<file path="config.mk">
export PLATFORM = sky130hd
export DESIGN_NAME = exec_mc_sequencer
export DESIGN_NICKNAME = d
export VERILOG_FILES = /design/src/rtl/exec_mc_sequencer.sv
export SDC_FILE = /design/constraint.sdc
export NUM_CORES = 1
export LEC_CHECK = 0
export BUFFER_PORTS_ARGS = -buffer_cell sky130_fd_sc_hd__buf_2
export CAP_MARGIN = 20
export CORE_MARGIN = 5
export CORE_UTILIZATION = 52
export DETAILED_ROUTE_END_ITERATION = 6
export HOLD_SLACK_MARGIN = 0.1
export PLACE_DENSITY_LB_ADDON = 0.2
export SLEW_MARGIN = 20
export SYNTH_ARGS = -nofsm -noshare
export SYNTH_HDL_FRONTEND = slang
export SYNTH_SLANG_ARGS = --single-unit
</file>
<file path="constraint.sdc">
create_clock -name i_clk -period 5.27 [get_ports i_clk]
set_input_delay 1.054 -clock i_clk [delete_from_list [all_inputs] [get_ports i_clk]]
set_output_delay 1.054 -clock i_clk [all_outputs]
set_load 0.05 [all_outputs]
</file>
<file path="src/rtl/exec_mc_sequencer.sv">
// Sequencer for a fixed-latency pipelined functional unit in execute_stage:
// starts the FU, stalls the front end until the result is due, then presents it for one cycle.
module exec_mc_sequencer #(
    parameter int unsigned LATENCY = 2,
    parameter int unsigned WIDTH   = 32
) (
    input  logic             i_clk,
    input  logic             i_reset,
    input  logic             req_valid,
    input  logic [3:0]       req_rd,
    input  logic             i_kill,
    input  logic [WIDTH-1:0] fu_result,
    output logic             fu_start,
    output logic             fu_clken,
    output logic             mc_stall,
    output logic             res_valid,
    output logic [3:0]       res_rd,
    output logic [WIDTH-1:0] res_val,
    output logic [31:0]      mc_busy_cycles,
    output logic             mc_err
);

    typedef enum logic [1:0] {
        S_IDLE,
        S_BUSY,
        S_DONE
    } state_t;

    localparam logic [3:0] CNT_INIT = 4'((LATENCY >= 2) ? (LATENCY - 2) : 0);

    state_t      state_q;
    logic [3:0]  cnt_q;
    logic [3:0]  res_rd_q;
    logic [31:0] busy_q;
    logic        err_q;
    logic        rst_q;
    logic        blank;

    // Outputs stay quiet in the reset cycle and the cycle after it, so a request
    // still held high across a reset cannot start before the pipeline has settled.
    assign blank = i_reset | rst_q;

    always_comb begin
        fu_start  = 1'b0;
        fu_clken  = 1'b0;
        mc_stall  = 1'b0;
        res_valid = 1'b0;
        res_rd    = '0;
        res_val   = '0;
        if (!blank) begin
            res_rd = (LATENCY == 0) ? req_rd : res_rd_q;
            if (!i_kill) begin
                if (LATENCY == 0) begin
                    fu_start  = req_valid;
                    fu_clken  = 1'b1;
                    res_valid = req_valid;
                    res_val   = req_valid ? fu_result : '0;
                end else begin
                    case (state_q)
                        S_IDLE: begin
                            fu_start = req_valid;
                            fu_clken = req_valid;
                            mc_stall = req_valid;
                        end
                        S_BUSY: begin
                            fu_clken = 1'b1;
                            mc_stall = 1'b1;
                        end
                        S_DONE: begin
                            res_valid = 1'b1;
                            res_val   = fu_result;
                        end
                        default: ;
                    endcase
                end
            end
        end
    end

    assign mc_busy_cycles = blank ? '0 : busy_q;
    assign mc_err         = blank ? 1'b0 : err_q;

    always_ff @(posedge i_clk) begin
        rst_q <= i_reset;
        if (i_reset) begin
            state_q  <= S_IDLE;
            cnt_q    <= '0;
            res_rd_q <= '0;
            busy_q   <= '0;
            err_q    <= 1'b0;
        end else begin
            if (mc_stall && (busy_q != '1)) begin
                busy_q <= busy_q + 32'd1;
            end
            if ((state_q == S_BUSY) && !i_kill && (!req_valid || (req_rd != res_rd_q))) begin
                err_q <= 1'b1;
            end
            if (i_kill) begin
                state_q <= S_IDLE;
                cnt_q   <= '0;
            end else if (LATENCY != 0) begin
                case (state_q)
                    S_IDLE: begin
                        if (fu_start) begin
                            res_rd_q <= req_rd;
                            if (LATENCY == 1) begin
                                state_q <= S_DONE;
                            end else begin
                                state_q <= S_BUSY;
                                cnt_q   <= CNT_INIT;
                            end
                        end
                    end
                    S_BUSY: begin
                        if (cnt_q == '0) begin
                            state_q <= S_DONE;
                        end else begin
                            cnt_q <= cnt_q - 4'd1;
                        end
                    end
                    S_DONE:  state_q <= S_IDLE;
                    default: state_q <= S_IDLE;
                endcase
            end
        end
    end

endmodule

</file>
==> summary.json <==
{
  "outcome": {
    "outcome": "complete, no violations"
  },
  "logic_synthesis": {
    "synthesized_area_fraction_occupied_by_xor_and_xnor_cells": 0.05902,
    "mux_share_of_post_synthesis_cell_area": 0.02670,
    "synth_area_um2": 2671,
    "synth_seq_cells": 44,
    "netlist-cell-type-count": 49,
    "count_of_yosys_warnings_during_synthesis": 0,
    "yosys_most_used_dff": "sky130_fd_sc_hd__dfxtp_1",
    "synth_enable_flop_cells": 0,
    "synth_area_per_cell_um2": 7.811,
    "postSynth.asyncResetShare": 0,
    "synthSimpleGateAreaFrac": 0.3963,
    "synth-adder-area-share": 0.01405,
    "synth_top_family_by_area": "simple AND/OR/NAND/NOR gates",
    "synth_compound_gate_area_share": 0.1222,
    "syn_inst": 342,
    "syn-num-nets": 385,
    "synth_sequential_area_ratio": 0.3297
  },
  "detailed_routing": {
    "met2_wirelength_um": 3378,
    "drt_pre_antenna_iters": 6,
    "drt_first_iter_violations": 145,
    "routed-via-count": 2830,
    "routedWlPerCell_um": 14.37,
    "drt_wl_total_um": 7385,
    "post_drt_via_cell_ratio": 5.506,
    "routed.top_layer": "met4",
    "ant_nets": 0,
    "met3RoutedLength_um": 589,
    "drc_errors": 0,
    "drt-met1-wl_um": 3319
  },
  "floorplan": {
    "placementRows": 26,
    "fp.coreArea_um2": 5042,
    "die_w_um": 81.68,
    "die-area_um2": 6671,
    "ios": 113,
    "start_util": 0.5298,
    "die_h_um": 81.68
  },
  "worst_setup_path": {
    "crit_slowest_cell": "sky130_fd_sc_hd__or3_1",
    "critPathCaptureType": "output pin",
    "worst-endpoint-arrival_ns": 2.54,
    "critical_path.max_stage_delay_ns": 0.51,
    "worstPathRequired_ns": 4.22,
    "critical_path.cell_chain": "buf_2 > or3_1 > or3_1 > inv_1 > buf_2",
    "critical_path.startpoint_type": "input port",
    "critPathMaxFanout": 19,
    "critPathTopFamily": "simple AND/OR/NAND/NOR gates",
    "path_class": "input port to output pin",
    "path_buf_inv": 3
  },
  "layout": {
    "final-seq-area_um2": 880.8,
    "final_common_cell": "sky130_fd_sc_hd__buf_2",
    "multi_input_logic_area_um2": 1652,
    "drive_gt1_frac": 0.3018,
    "layout.cells.most_common_list": "112 x sky130_fd_sc_hd__buf_2, 44 x sky130_fd_sc_hd__dfxtp_1, 34 x sky130_fd_sc_hd__and3_1",
    "final_net_count": 486,
    "antenna-diode-count": 0,
    "n_fill_cell": 443,
    "area.growth.synth_to_final_pct": 25.48
  },
  "cts": {
    "post_cts.resized_instances": 0,
    "cts-root-buf": "sky130_fd_sc_hd__clkbuf_8",
    "cts_tree": "yes",
    "post_cts_hold_buffer_count": 0,
    "numCtsBuffers": 5,
    "worst_skew_pair.late_latency_ns": 0.30,
    "cts.sink_count": 44,
    "clk_pin_slew_ns": 0.08,
    "cts_htree_levels": 2,
    "ctsLongestPathBuffers": 2,
    "post_cts_buffers": 0
  },
  "placed_design": {
    "dp_hpwl_um": 5483,
    "port-buffer-count": 112,
    "place_congestion": 0.8493
  },
  "power_and_ir_drop": {
    "max-vdd-ir-drop_uv": 167.1,
    "p_sw_mw": 0.1450,
    "power.switching_fraction": 0.2409,
    "share_clk_of_total_power": 0.368,
    "leakagePower_nw": 1.618,
    "post-layout-total-power_mw": 0.6017,
    "p_int_mw": 0.4567,
    "pwr-share-comb": 0.072,
    "power.density_nw_per_um2": 179.5,
    "p_seq_frac": 0.560
  },
  "timing": {
    "rsz0062_at_grt": "false",
    "final_max_slew_viol_count": 0,
    "setup_violations": 0,
    "maxClockFrequency_ghz": 0.2782,
    "max_clock_skew_ns": 0.004491,
    "slew_headroom": 0.3437,
    "final_hold_viol_count": 0,
    "share_of_the_clock_period_used_by_the_worst_path_after_layout": 0.6820,
    "setup-tns-final_ns": 0,
    "post-route-min-period_ns": 3.594,
    "worst_pin_slew_ns": 0.9755
  },
  "grt": {
    "grt_remaining_overflow": 0,
    "grt_antenna_before_repair": 0,
    "number_of_global_route_vias_before_repair": 2444,
    "combined_global_route_utilization_of_all_metal_layers": 0.2134,
    "grt_start_max_net_pins": 37,
    "grt_first_pass_wirelength_um": 11300
  },
  "flow_run": {
    "drv.max_cap_violation_count": 0
  },
  "hold_path": {
    "min-delay-path-class": "register to register"
  }
}
==> logic make-up (layout without fill, tap and decap cells) <==
kind of cell    count (synthesis)  count (layout)
xor+xnor                       18              18
buf+inv                        34             136
fa+ha+maj                       3               3
simple gates                  187             187
compound gates                 49              49
mux                             7               7
flops                          44              44
==> final timing paths <==
kind / slack [ns] / end / cells after the start / from
hold / removal: 0.45 / err_q / 2 / err_q
setup / recovery: 1.68 / fu_start / 5 / i_reset
setup reg to reg: 2.57 / busy_q[27] / 5 / state_q[1]
hold reg to reg: 0.45 / err_q / 2 / err_q
==> through the flow <==
stage	hold WS, ns	cells	utilization	worst slack, ns	cell area, um^2
after global placement	0.4381	506	0.6464	1.683	3259
after CTS	0.4598	514	0.6648	1.676	3352
after global routing	0.5201	514	0.6648	1.602	3352
after detailed placement	0.4391	506	0.6464	1.658	3259
final	0.4547	514	0.6648	1.676	3352
after floorplan	0.4113	342	-	1.721	2671
==> power by group through the flow <==
| stage | Combinational (mW) | Clock, mW | Sequential (mW) |
|---|---|---|---|
| detailed placement | 0.0435 | 0 | 0.345 |
| global placement | 0.0425 | 0 | 0.345 |
| CTS | 0.0436 | 0.226 | 0.337 |
| floorplan | 0.0236 | 0 | 0.343 |
| global route | 0.0481 | 0.241 | 0.337 |
| finish | 0.0433 | 0.221 | 0.337 |
==> routing by layer <==
layer  vias up  GRT usage
met5         -          0
met4         0    0.07309
met3        10    0.04825
met2       110     0.3453
met1      1283     0.2795
li1       1427          -
==> Yosys cell counts (2+ instances only) <==
library cell                number  area (um^2)
sky130_fd_sc_hd__nand3_1        15        75.07
sky130_fd_sc_hd__or4_1           5        37.54
sky130_fd_sc_hd__a21oi_1        15        75.07
sky130_fd_sc_hd__nand4_1         9        56.30
sky130_fd_sc_hd__or2_2           2        12.51
sky130_fd_sc_hd__and3_1         34        212.7
sky130_fd_sc_hd__nand2_1        18        67.56
sky130_fd_sc_hd__nand2b_1        2        12.51
sky130_fd_sc_hd__mux2i_1         6        60.06
sky130_fd_sc_hd__o21ai_0         9        45.04
sky130_fd_sc_hd__nor3b_1         2        15.01
sky130_fd_sc_hd__nor3_1         11        55.05
sky130_fd_sc_hd__ha_1            3        37.54
sky130_fd_sc_hd__clkbuf_1       20        75.07
sky130_fd_sc_hd__xnor2_1        12        105.1
sky130_fd_sc_hd__and4_1          5        43.79
sky130_fd_sc_hd__nor2_1         30        112.6
sky130_fd_sc_hd__xor2_1          6        52.55
sky130_fd_sc_hd__and2_1         32        200.2
sky130_fd_sc_hd__or3_1           9        56.30
sky130_fd_sc_hd__a311oi_1        3        26.28
sky130_fd_sc_hd__nor4_1          6        37.54
sky130_fd_sc_hd__inv_1          11        41.29
sky130_fd_sc_hd__o31ai_1         5        37.54
sky130_fd_sc_hd__a2111oi_0       4        35.03
sky130_fd_sc_hd__a31oi_1         2        12.51
sky130_fd_sc_hd__dfxtp_1        44        880.8
==> state kept, by name, indices dropped and copies added, names as in the netlist <==
signal	cells
cnt_q	4
err_q	1
rst_q	1
res_rd_q	4
state_q	2
busy_q	32
==> cell type report <==
cell class                 instances  share of cell area
inverter                          11             0.01232
tap                               70             0.02613
sequential                        44              0.2628
clock inverter                     2            0.002986
clock buffer                       6             0.02464
timing repair buffer             117              0.1784
multi-input combinational        264              0.4927
==> worst min-delay path: stages (launching register included) <==
cell and delay (ns):
sky130_fd_sc_hd__dfxtp_1 0.33, sky130_fd_sc_hd__nand2_1 0.05, sky130_fd_sc_hd__o41ai_1 0.05
Power figures use the tool's default switching activity.
